$ cat config.mk
export PLATFORM = sky130hd
export DESIGN_NAME = i2c_bus_scheduler_flat
export DESIGN_NICKNAME = d
export VERILOG_FILES = /design/src/rtl/i2c_bus_scheduler_pkg.sv /design/src/rtl/i2c_bus_scheduler_if.sv /design/src/rtl/i2c_bus_scheduler_rr_arbiter.sv /design/src/rtl/i2c_bus_scheduler.sv /design/src/flat_wrapper.sv
export SDC_FILE = /design/constraint.sdc
export NUM_CORES = 1
export LEC_CHECK = 0
export BUFFER_PORTS_ARGS = -buffer_cell sky130_fd_sc_hd__buf_2
export CAP_MARGIN = 20
export CORE_UTILIZATION = 49
export DETAILED_ROUTE_END_ITERATION = 12
export PLACE_DENSITY = 0.8
export SETUP_SLACK_MARGIN = 0.15
export SKIP_LAST_GASP = 1
export SLEW_MARGIN = 20
export SYNTH_ARGS = -nofsm -noshare
export SYNTH_HDL_FRONTEND = slang
export SYNTH_SLANG_ARGS = --single-unit
$ cat constraint.sdc
create_clock -name clk -period 3 [get_ports clk]
set_clock_uncertainty 0.15 [all_clocks]
set_input_delay 0.3 -clock clk [delete_from_list [all_inputs] [get_ports clk]]
set_output_delay 0.3 -clock clk [all_outputs]
set_load 0.03 [all_outputs]
$ cat src/rtl/i2c_bus_scheduler_pkg.sv
// Shared definitions for the I2C bus scheduler: field widths, FSM state
// encoding and a small width helper used for index/counter sizing.
package i2c_bus_scheduler_pkg;

    localparam int unsigned I2C_DEV_W  = 7;
    localparam int unsigned I2C_REG_W  = 8;
    localparam int unsigned I2C_DATA_W = 8;

    typedef enum logic [2:0] {
        StIdle  = 3'd0,
        StIssue = 3'd1,
        StWait  = 3'd2,
        StResp  = 3'd3,
        StGap   = 3'd4
    } sched_state_e;

    // Bits needed to hold 0..n-1, never less than one.
    function automatic int unsigned idx_w(input int unsigned n);
        return (n > 1) ? $clog2(n) : 1;
    endfunction

endpackage

$ cat src/rtl/i2c_bus_scheduler_if.sv
// Requester and i2c_master signals of the bus scheduler.
//  master modport: the scheduler (drives req_ready, rsp_*, m_* and busy).
//  slave modport : requesters plus the i2c_master engine.
// Per-requester fields are packed, requester i at [W*i +: W].
interface i2c_bus_scheduler_if
    import i2c_bus_scheduler_pkg::*;
#(
    parameter int unsigned NUM_REQ = 2
);
    logic [NUM_REQ-1:0]           req_valid;
    logic [NUM_REQ-1:0]           req_ready;
    logic [I2C_DEV_W*NUM_REQ-1:0] req_dev;
    logic [I2C_REG_W*NUM_REQ-1:0] req_reg;
    logic [I2C_DATA_W*NUM_REQ-1:0] req_wdata;
    logic [NUM_REQ-1:0]           req_rw;
    logic [NUM_REQ-1:0]           rsp_valid;
    logic                         rsp_err;
    logic [I2C_DATA_W-1:0]        rsp_rdata;
    logic                         m_start;
    logic [I2C_DEV_W-1:0]         m_dev;
    logic [I2C_REG_W-1:0]         m_reg;
    logic [I2C_DATA_W-1:0]        m_wdata;
    logic                         m_rw;
    logic                         m_done;
    logic [I2C_DATA_W-1:0]        m_rdata;
    logic                         m_abort;
    logic                         busy;

    modport master (
        input  req_valid, req_dev, req_reg, req_wdata, req_rw, m_done, m_rdata,
        output req_ready, rsp_valid, rsp_err, rsp_rdata, m_start, m_dev, m_reg,
               m_wdata, m_rw, m_abort, busy
    );

    modport slave (
        output req_valid, req_dev, req_reg, req_wdata, req_rw, m_done, m_rdata,
        input  req_ready, rsp_valid, rsp_err, rsp_rdata, m_start, m_dev, m_reg,
               m_wdata, m_rw, m_abort, busy
    );

endinterface

$ cat src/rtl/i2c_bus_scheduler_rr_arbiter.sv
// Combinational round-robin arbiter: picks the first set request at or above
// ptr_i, wrapping around.
//  req_i     : request vector
//  ptr_i     : highest-priority index this cycle
//  gnt_o     : one-hot grant (zero if no request)
//  gnt_idx_o : index of the granted request
//  any_o     : at least one request present
module i2c_bus_scheduler_rr_arbiter
    import i2c_bus_scheduler_pkg::*;
#(
    parameter int unsigned N = 2
) (
    input  logic [N-1:0]          req_i,
    input  logic [idx_w(N)-1:0]   ptr_i,
    output logic [N-1:0]          gnt_o,
    output logic [idx_w(N)-1:0]   gnt_idx_o,
    output logic                  any_o
);
    localparam int unsigned IdxW = idx_w(N);

    always_comb begin
        gnt_o     = '0;
        gnt_idx_o = '0;
        any_o     = 1'b0;
        for (int unsigned k = 0; k < N; k++) begin
            if (!any_o && req_i[(32'(ptr_i) + k) % N]) begin
                any_o                          = 1'b1;
                gnt_o[(32'(ptr_i) + k) % N]    = 1'b1;
                gnt_idx_o                      = IdxW'((32'(ptr_i) + k) % N);
            end
        end
    end

endmodule

$ cat src/rtl/i2c_bus_scheduler.sv
// Shares one i2c_master between NUM_REQ requesters. Grants single-register
// transactions round-robin, issues them to the master, aborts on timeout,
// inserts a bus-free gap and returns a done/error pulse to the owner.
//  clk   : clock, all logic on posedge
//  reset : synchronous, active-low
//  bus   : requester handshake/fields, responses and i2c_master controls
module i2c_bus_scheduler
    import i2c_bus_scheduler_pkg::*;
#(
    parameter int unsigned NUM_REQ        = 2,
    parameter int unsigned TIMEOUT_CYCLES = 100000,
    parameter int unsigned GAP_CYCLES     = 16
) (
    input logic                 clk,
    input logic                 reset,
    i2c_bus_scheduler_if.master bus
);
    localparam int unsigned IdxW = idx_w(NUM_REQ);
    localparam int unsigned CntW = $clog2(TIMEOUT_CYCLES);
    localparam int unsigned GapW = idx_w(GAP_CYCLES + 1);

    sched_state_e          state_q, state_d;
    logic [IdxW-1:0]       ptr_q, ptr_d;
    logic [IdxW-1:0]       gidx_q, gidx_d;
    logic [I2C_DEV_W-1:0]  dev_q, dev_d;
    logic [I2C_REG_W-1:0]  reg_q, reg_d;
    logic [I2C_DATA_W-1:0] wdata_q, wdata_d;
    logic                  rw_q, rw_d;
    logic [CntW-1:0]       cnt_q, cnt_d;
    logic [GapW-1:0]       gap_q, gap_d;
    logic [I2C_DATA_W-1:0] rdata_q, rdata_d;
    logic                  err_q, err_d;

    logic [NUM_REQ-1:0] gnt;
    logic [IdxW-1:0]    gnt_idx;
    logic               any_req;
    logic [NUM_REQ-1:0] ready;
    logic               abort;

    i2c_bus_scheduler_rr_arbiter #(
        .N (NUM_REQ)
    ) u_arb (
        .req_i     (bus.req_valid),
        .ptr_i     (ptr_q),
        .gnt_o     (gnt),
        .gnt_idx_o (gnt_idx),
        .any_o     (any_req)
    );

    always_comb begin
        state_d = state_q;
        ptr_d   = ptr_q;
        gidx_d  = gidx_q;
        dev_d   = dev_q;
        reg_d   = reg_q;
        wdata_d = wdata_q;
        rw_d    = rw_q;
        cnt_d   = cnt_q;
        gap_d   = gap_q;
        rdata_d = rdata_q;
        err_d   = err_q;
        ready   = '0;
        abort   = 1'b0;
        case (state_q)
            StIdle: begin
                if (any_req) begin
                    ready   = gnt;
                    gidx_d  = gnt_idx;
                    dev_d   = bus.req_dev[I2C_DEV_W*gnt_idx +: I2C_DEV_W];
                    reg_d   = bus.req_reg[I2C_REG_W*gnt_idx +: I2C_REG_W];
                    wdata_d = bus.req_wdata[I2C_DATA_W*gnt_idx +: I2C_DATA_W];
                    rw_d    = bus.req_rw[gnt_idx];
                    ptr_d   = (32'(gnt_idx) + 32'd1 == NUM_REQ) ? '0 : gnt_idx + IdxW'(1);
                    state_d = StIssue;
                end
            end
            StIssue: begin
                cnt_d   = '0;
                state_d = StWait;
            end
            StWait: begin
                cnt_d = cnt_q + CntW'(1);
                // Completion beats a timeout landing on the same cycle.
                if (bus.m_done) begin
                    rdata_d = rw_q ? bus.m_rdata : '0;
                    err_d   = 1'b0;
                    state_d = StResp;
                end else if (cnt_q == CntW'(TIMEOUT_CYCLES - 1)) begin
                    abort   = 1'b1;
                    rdata_d = '0;
                    err_d   = 1'b1;
                    state_d = StResp;
                end
            end
            StResp: begin
                gap_d   = '0;
                state_d = (GAP_CYCLES > 0) ? StGap : StIdle;
            end
            StGap: begin
                if (gap_q == GapW'(GAP_CYCLES - 1)) begin
                    state_d = StIdle;
                end else begin
                    gap_d = gap_q + GapW'(1);
                end
            end
            default: state_d = StIdle;
        endcase
    end

    always_ff @(posedge clk) begin
        if (!reset) begin
            state_q <= StIdle;
            ptr_q   <= '0;
            gidx_q  <= '0;
            dev_q   <= '0;
            reg_q   <= '0;
            wdata_q <= '0;
            rw_q    <= 1'b0;
            cnt_q   <= '0;
            gap_q   <= '0;
            rdata_q <= '0;
            err_q   <= 1'b0;
        end else begin
            state_q <= state_d;
            ptr_q   <= ptr_d;
            gidx_q  <= gidx_d;
            dev_q   <= dev_d;
            reg_q   <= reg_d;
            wdata_q <= wdata_d;
            rw_q    <= rw_d;
            cnt_q   <= cnt_d;
            gap_q   <= gap_d;
            rdata_q <= rdata_d;
            err_q   <= err_d;
        end
    end

    // Response fields are forced to zero outside RESP so idle outputs stay 0.
    always_comb begin
        bus.req_ready = ready;
        bus.m_abort   = abort;
        bus.m_start   = (state_q == StIssue);
        bus.m_dev     = dev_q;
        bus.m_reg     = reg_q;
        bus.m_wdata   = wdata_q;
        bus.m_rw      = rw_q;
        bus.busy      = (state_q != StIdle);
        bus.rsp_valid = (state_q == StResp) ? (NUM_REQ'(1) << gidx_q) : '0;
        bus.rsp_err   = (state_q == StResp) && err_q;
        bus.rsp_rdata = (state_q == StResp) ? rdata_q : '0;
    end

endmodule

$ cat src/flat_wrapper.sv
// flat-port wrapper written by rule: the top's interface ports become plain ports
module i2c_bus_scheduler_flat import i2c_bus_scheduler_pkg::*;
#(
    parameter int unsigned NUM_REQ        = 2,
    parameter int unsigned TIMEOUT_CYCLES = 100000,
    parameter int unsigned GAP_CYCLES     = 16
)
  (clk, reset, bus_req_valid, bus_req_dev, bus_req_reg, bus_req_wdata, bus_req_rw, bus_m_done, bus_m_rdata, bus_req_ready, bus_rsp_valid, bus_rsp_err, bus_rsp_rdata, bus_m_start, bus_m_dev, bus_m_reg, bus_m_wdata, bus_m_rw, bus_m_abort, bus_busy);
  i2c_bus_scheduler_if #(.NUM_REQ(NUM_REQ)) bus_i ();
  input logic clk;
  input logic reset;
  input wire logic [$bits(bus_i.req_valid)-1:0] bus_req_valid;
  input wire logic [$bits(bus_i.req_dev)-1:0] bus_req_dev;
  input wire logic [$bits(bus_i.req_reg)-1:0] bus_req_reg;
  input wire logic [$bits(bus_i.req_wdata)-1:0] bus_req_wdata;
  input wire logic [$bits(bus_i.req_rw)-1:0] bus_req_rw;
  input wire logic [$bits(bus_i.m_done)-1:0] bus_m_done;
  input wire logic [$bits(bus_i.m_rdata)-1:0] bus_m_rdata;
  output wire logic [$bits(bus_i.req_ready)-1:0] bus_req_ready;
  output wire logic [$bits(bus_i.rsp_valid)-1:0] bus_rsp_valid;
  output wire logic [$bits(bus_i.rsp_err)-1:0] bus_rsp_err;
  output wire logic [$bits(bus_i.rsp_rdata)-1:0] bus_rsp_rdata;
  output wire logic [$bits(bus_i.m_start)-1:0] bus_m_start;
  output wire logic [$bits(bus_i.m_dev)-1:0] bus_m_dev;
  output wire logic [$bits(bus_i.m_reg)-1:0] bus_m_reg;
  output wire logic [$bits(bus_i.m_wdata)-1:0] bus_m_wdata;
  output wire logic [$bits(bus_i.m_rw)-1:0] bus_m_rw;
  output wire logic [$bits(bus_i.m_abort)-1:0] bus_m_abort;
  output wire logic [$bits(bus_i.busy)-1:0] bus_busy;
  assign bus_i.req_valid = bus_req_valid;
  assign bus_i.req_dev = bus_req_dev;
  assign bus_i.req_reg = bus_req_reg;
  assign bus_i.req_wdata = bus_req_wdata;
  assign bus_i.req_rw = bus_req_rw;
  assign bus_i.m_done = bus_m_done;
  assign bus_i.m_rdata = bus_m_rdata;
  assign bus_req_ready = bus_i.req_ready;
  assign bus_rsp_valid = bus_i.rsp_valid;
  assign bus_rsp_err = bus_i.rsp_err;
  assign bus_rsp_rdata = bus_i.rsp_rdata;
  assign bus_m_start = bus_i.m_start;
  assign bus_m_dev = bus_i.m_dev;
  assign bus_m_reg = bus_i.m_reg;
  assign bus_m_wdata = bus_i.m_wdata;
  assign bus_m_rw = bus_i.m_rw;
  assign bus_m_abort = bus_i.m_abort;
  assign bus_busy = bus_i.busy;
  i2c_bus_scheduler #(.NUM_REQ(NUM_REQ), .TIMEOUT_CYCLES(TIMEOUT_CYCLES), .GAP_CYCLES(GAP_CYCLES)) u_core (.clk(clk), .reset(reset), .bus(bus_i));
endmodule
==> run_results.csv <==
group,metric,value,unit
pwr,report.power.total,2.11,mW
synth,syn-num-nets,350,
timing,final.period_utilization,92.1,%
synth,yosysUniqueCellTypes,52,
clock_network,clkTransAtPathRegs,70,ps
pwr,seq_power_share,42.9,%
synth,synthesis.instances,286,
pwr,combPwrFrac,24.0,%
critical_path,critPathCaptureType,"output port",
critical_path,crit_path_max_fanout,5,
critical_path,crit_required,2550,ps
critical_path,critPathArrivalTime,2310,ps
routing,post_drt_via_cell_ratio,5.82,
routing,wl_met2,3320,um
clock_network,postCtsSetupRepairBufs,0,
worst_hold_path,min_path_type,"input port to register",
clock_network,cts_root_buffer,"sky130_fd_sc_hd__clkbuf_8",
routing,router_iterations_before_antenna_repair,10,
floorplan,start_util,52.1,%
synth,synth_area_leaders,"sky130_fd_sc_hd__dfxtp_1 44%, sky130_fd_sc_hd__a222oi_1 8.9%, sky130_fd_sc_hd__nor2b_1 7.2%",
timing,achievable_frequency,362,MHz
timing,slew_headroom,53.5,%
final_layout,num-fill-cells,435,
clock_network,worstSkewPairLatency,330,ps
grt,vias_in_the_first_global_route,2463,
critical_path,timing.critical_path.buf_inv,1,
routing,drtAntennaViolNets,0,
synth,post_synth_most_frequent_cells,"60 x sky130_fd_sc_hd__dfxtp_1, 31 x sky130_fd_sc_hd__nor2b_1, 24 x sky130_fd_sc_hd__a222oi_1",
grt,antenna_found_initial,0,
floorplan,die_x,76.4,um
pwr,total_switching_power,0.670,mW
timing,setup_slack,238,ps
critical_path,critical_path_class,"register to output port",
synth,syn-mean-instance-area,9.48,um^2
synth,synth_async_reset_ratio,0,%
routing,drt_wl_total,6590,um
clock_network,ctsHtreeMaxLevel,3,
critical_path,critical_path.slowest_cell,"sky130_fd_sc_hd__or4b_1",
synth,summed_instance_area_of_the_synthesized_netlist,2710,um^2
synth,number_of_synthesized_flops_with_an_enable_pin,0,
timing,tightest_slew,695,ps
synth,synth_top_cell_by_area,"sky130_fd_sc_hd__dfxtp_1",
synth,synth_top_cell_area_share,44.3,%
synth,ys_ff_latch,60,
run_status,outcome,"completed",
routing,wl_met1,2820,um
critical_path,setup.worst_path.start_class,"register",
routing,met3WireLength,322,um
critical_path,cpLargestDelayFamily,"simple AND/OR/NAND/NOR gates",
timing,final-hold-violation-count,0,
synth,synth_sequential_area_ratio,44.3,%
routing,drt_iter0_drc,255,
clock_network,cts_buffers,9,
routing,dr.max_layer_used,"met4",
final_layout,largest_reg_by_ff_count,"u_core.cnt_q",
routing,routed_wire_length_per_instance,14.4,um
critical_path,cp_slowest_stage_delay,510,ps
synth,synth.yosys.warnings,0,
timing,grt_setup_unrepaired,"no",
pwr,power_leakage,1.51,nW
synth,synthMostInstantiatedCell,"sky130_fd_sc_hd__dfxtp_1",
final_layout,area_of_all_sequential_standard_cells,1200,um^2
floorplan,rows,26,
timing,timing_max_transition_violations_final,0,
final_layout,drive_above_1_share,33.9,%
floorplan,design.die.area,5830,um^2
synth,synth-main-ff-cell,"sky130_fd_sc_hd__dfxtp_1",
placed_design,dp.cells,441,
final_layout,area_growth,28.2,%
placed_design,place_hpwl,4580,um
pwr,worst_ir_drop_vdd,0.405,mV
critical_path,crit_path_cell_trace,"or4b_1 -> or3_1 -> or3_4 -> nor3_2 -> buf_4",
grt,grt_first_pass_wirelength,11000,um
timing,setup_viol_count_final,0,
pwr,cellInternalPower,1.44,mW
placed_design,gp_congestion,0.920,
clock_network,cts_tree,"yes",
floorplan,die_y,76.4,um
placed_design,preCtsSetupSlack,522,ps
pwr,switching_share,31.8,%
final_layout,stdcell_count,456,
pwr,powerDensity,606,nW/um^2
timing,holdWs,26.6,ps
routing,detailroute.via_count,2655,
timing,setup_total_negative_slack,0,ps
final_layout,final_nets,446,
clock_network,cts_num_sinks,60,
routing,drc_errors,0,
final_layout,largest_register_ff_count,17,
floorplan,io_pins,101,
pwr,clockPowerShare,33.1,%
timing,final_period_minus_worst_setup_slack,2760,ps
run,cap_viol_max_count,0,
placed_design,io_buffer_count,100,
clock_network,ctsLongestPathBuffers,2,
grt,pin_count_of_the_biggest_net_entering_global_routing,52,
grt,gr-total-overflow,0,
grt,groute.usage.overall,23.2,%
floorplan,core,5200,um^2
final_layout,n_antenna_cell,0,
final_layout,multiInputGateArea,1420,um^2
[per-stage QoR]
step	utilization [%]	instance area, um^2
after CTS	66.4	3460
after global routing	66.8	3480
after floorplan	-	2710
after global placement	62.8	3270
after detailed placement	62.8	3270
final	66.8	3480
[layer usage]
metal / global-route usage [%] / up-vias
li1: - / 1293
met1: 28.2 / 1256
met2: 39.5 / 91
met3: 3.95 / 15
met4: 11.7 / 0
met5: 0 / -
[repair_timing]
action	in CTS	in global routing
resized for setup	0	4
hold buffers	0	0
setup endpoints to repair	0	1
[cells in the final DEF (no fill, tap or decap), drive strengths merged, types with 3 or more instances in the layout]
cell type,count
dfxtp,60
nand2b,5
and2,12
a2111oi,3
clkbuf,10
buf,106
nand4,4
ha,3
a32o,8
a21oi,6
nand4b,3
mux2i,5
o21ai,4
nor2,12
nor3,6
a21boi,4
and3,5
or3,3
a222oi,24
nor4,3
inv,6
nor2b,31
nand2,14
nand3,10
clkinv,4
[cells by family after synthesis]
logic type | count (synthesis) | share of synthesized area, %
AOI/OAI and AO/OA | 65 | 21.1
and+or+nand+nor | 122 | 26.5
adders and majority gates | 3 | 1.38
DFF | 60 | 44.3
buffers and inverters | 28 | 3.92
xor gates and xnor gates | 3 | 0.969
muxes | 5 | 1.85
[area by class of cell]
cell class,count,share of cell area [%]
Inverter,7,0.756
Tap cell,70,2.52
Clock buffer,10,3.96
Timing Repair Buffer,106,15.8
Sequential cell,60,34.6
Clock inverter,5,1.51
Multi-Input combinational cell,198,40.9
[power groups by stage]
stage          clock network [mW]  registers [mW]  logic (mW)
2_1_floorplan                   0           0.993       0.270
3_3_place_gp                    0           0.916       0.494
3_5_place_dp                    0           0.918       0.504
4_1_cts                     0.711           0.902       0.504
5_1_grt                     0.751           0.912       0.549
6_report                    0.698           0.904       0.506
[path summary, 6_finish.rpt]
path / start / end / slack, ps / cells past startpoint
hold / removal: bus_m_rdata[0] / u_core.rdata_q[0] / 30 / 2
hold reg to reg: u_core.err_q / u_core.err_q / 300 / 2
setup / recovery: u_core.cnt_q[8] / bus_m_abort / 240 / 5
setup reg to reg: u_core.state_q[0] / u_core.bus.m_rw / 650 / 5
[worst reg2reg max path, cell delays in order, from the launching register on]
cell	delay, ps
sky130_fd_sc_hd__dfxtp_1	390
sky130_fd_sc_hd__nor3_1	590
sky130_fd_sc_hd__and3_1	590
sky130_fd_sc_hd__buf_4	300
sky130_fd_sc_hd__a222oi_1	120
sky130_fd_sc_hd__nor2b_1	150
No activity file was read; power rests on OpenSTA's default activity.
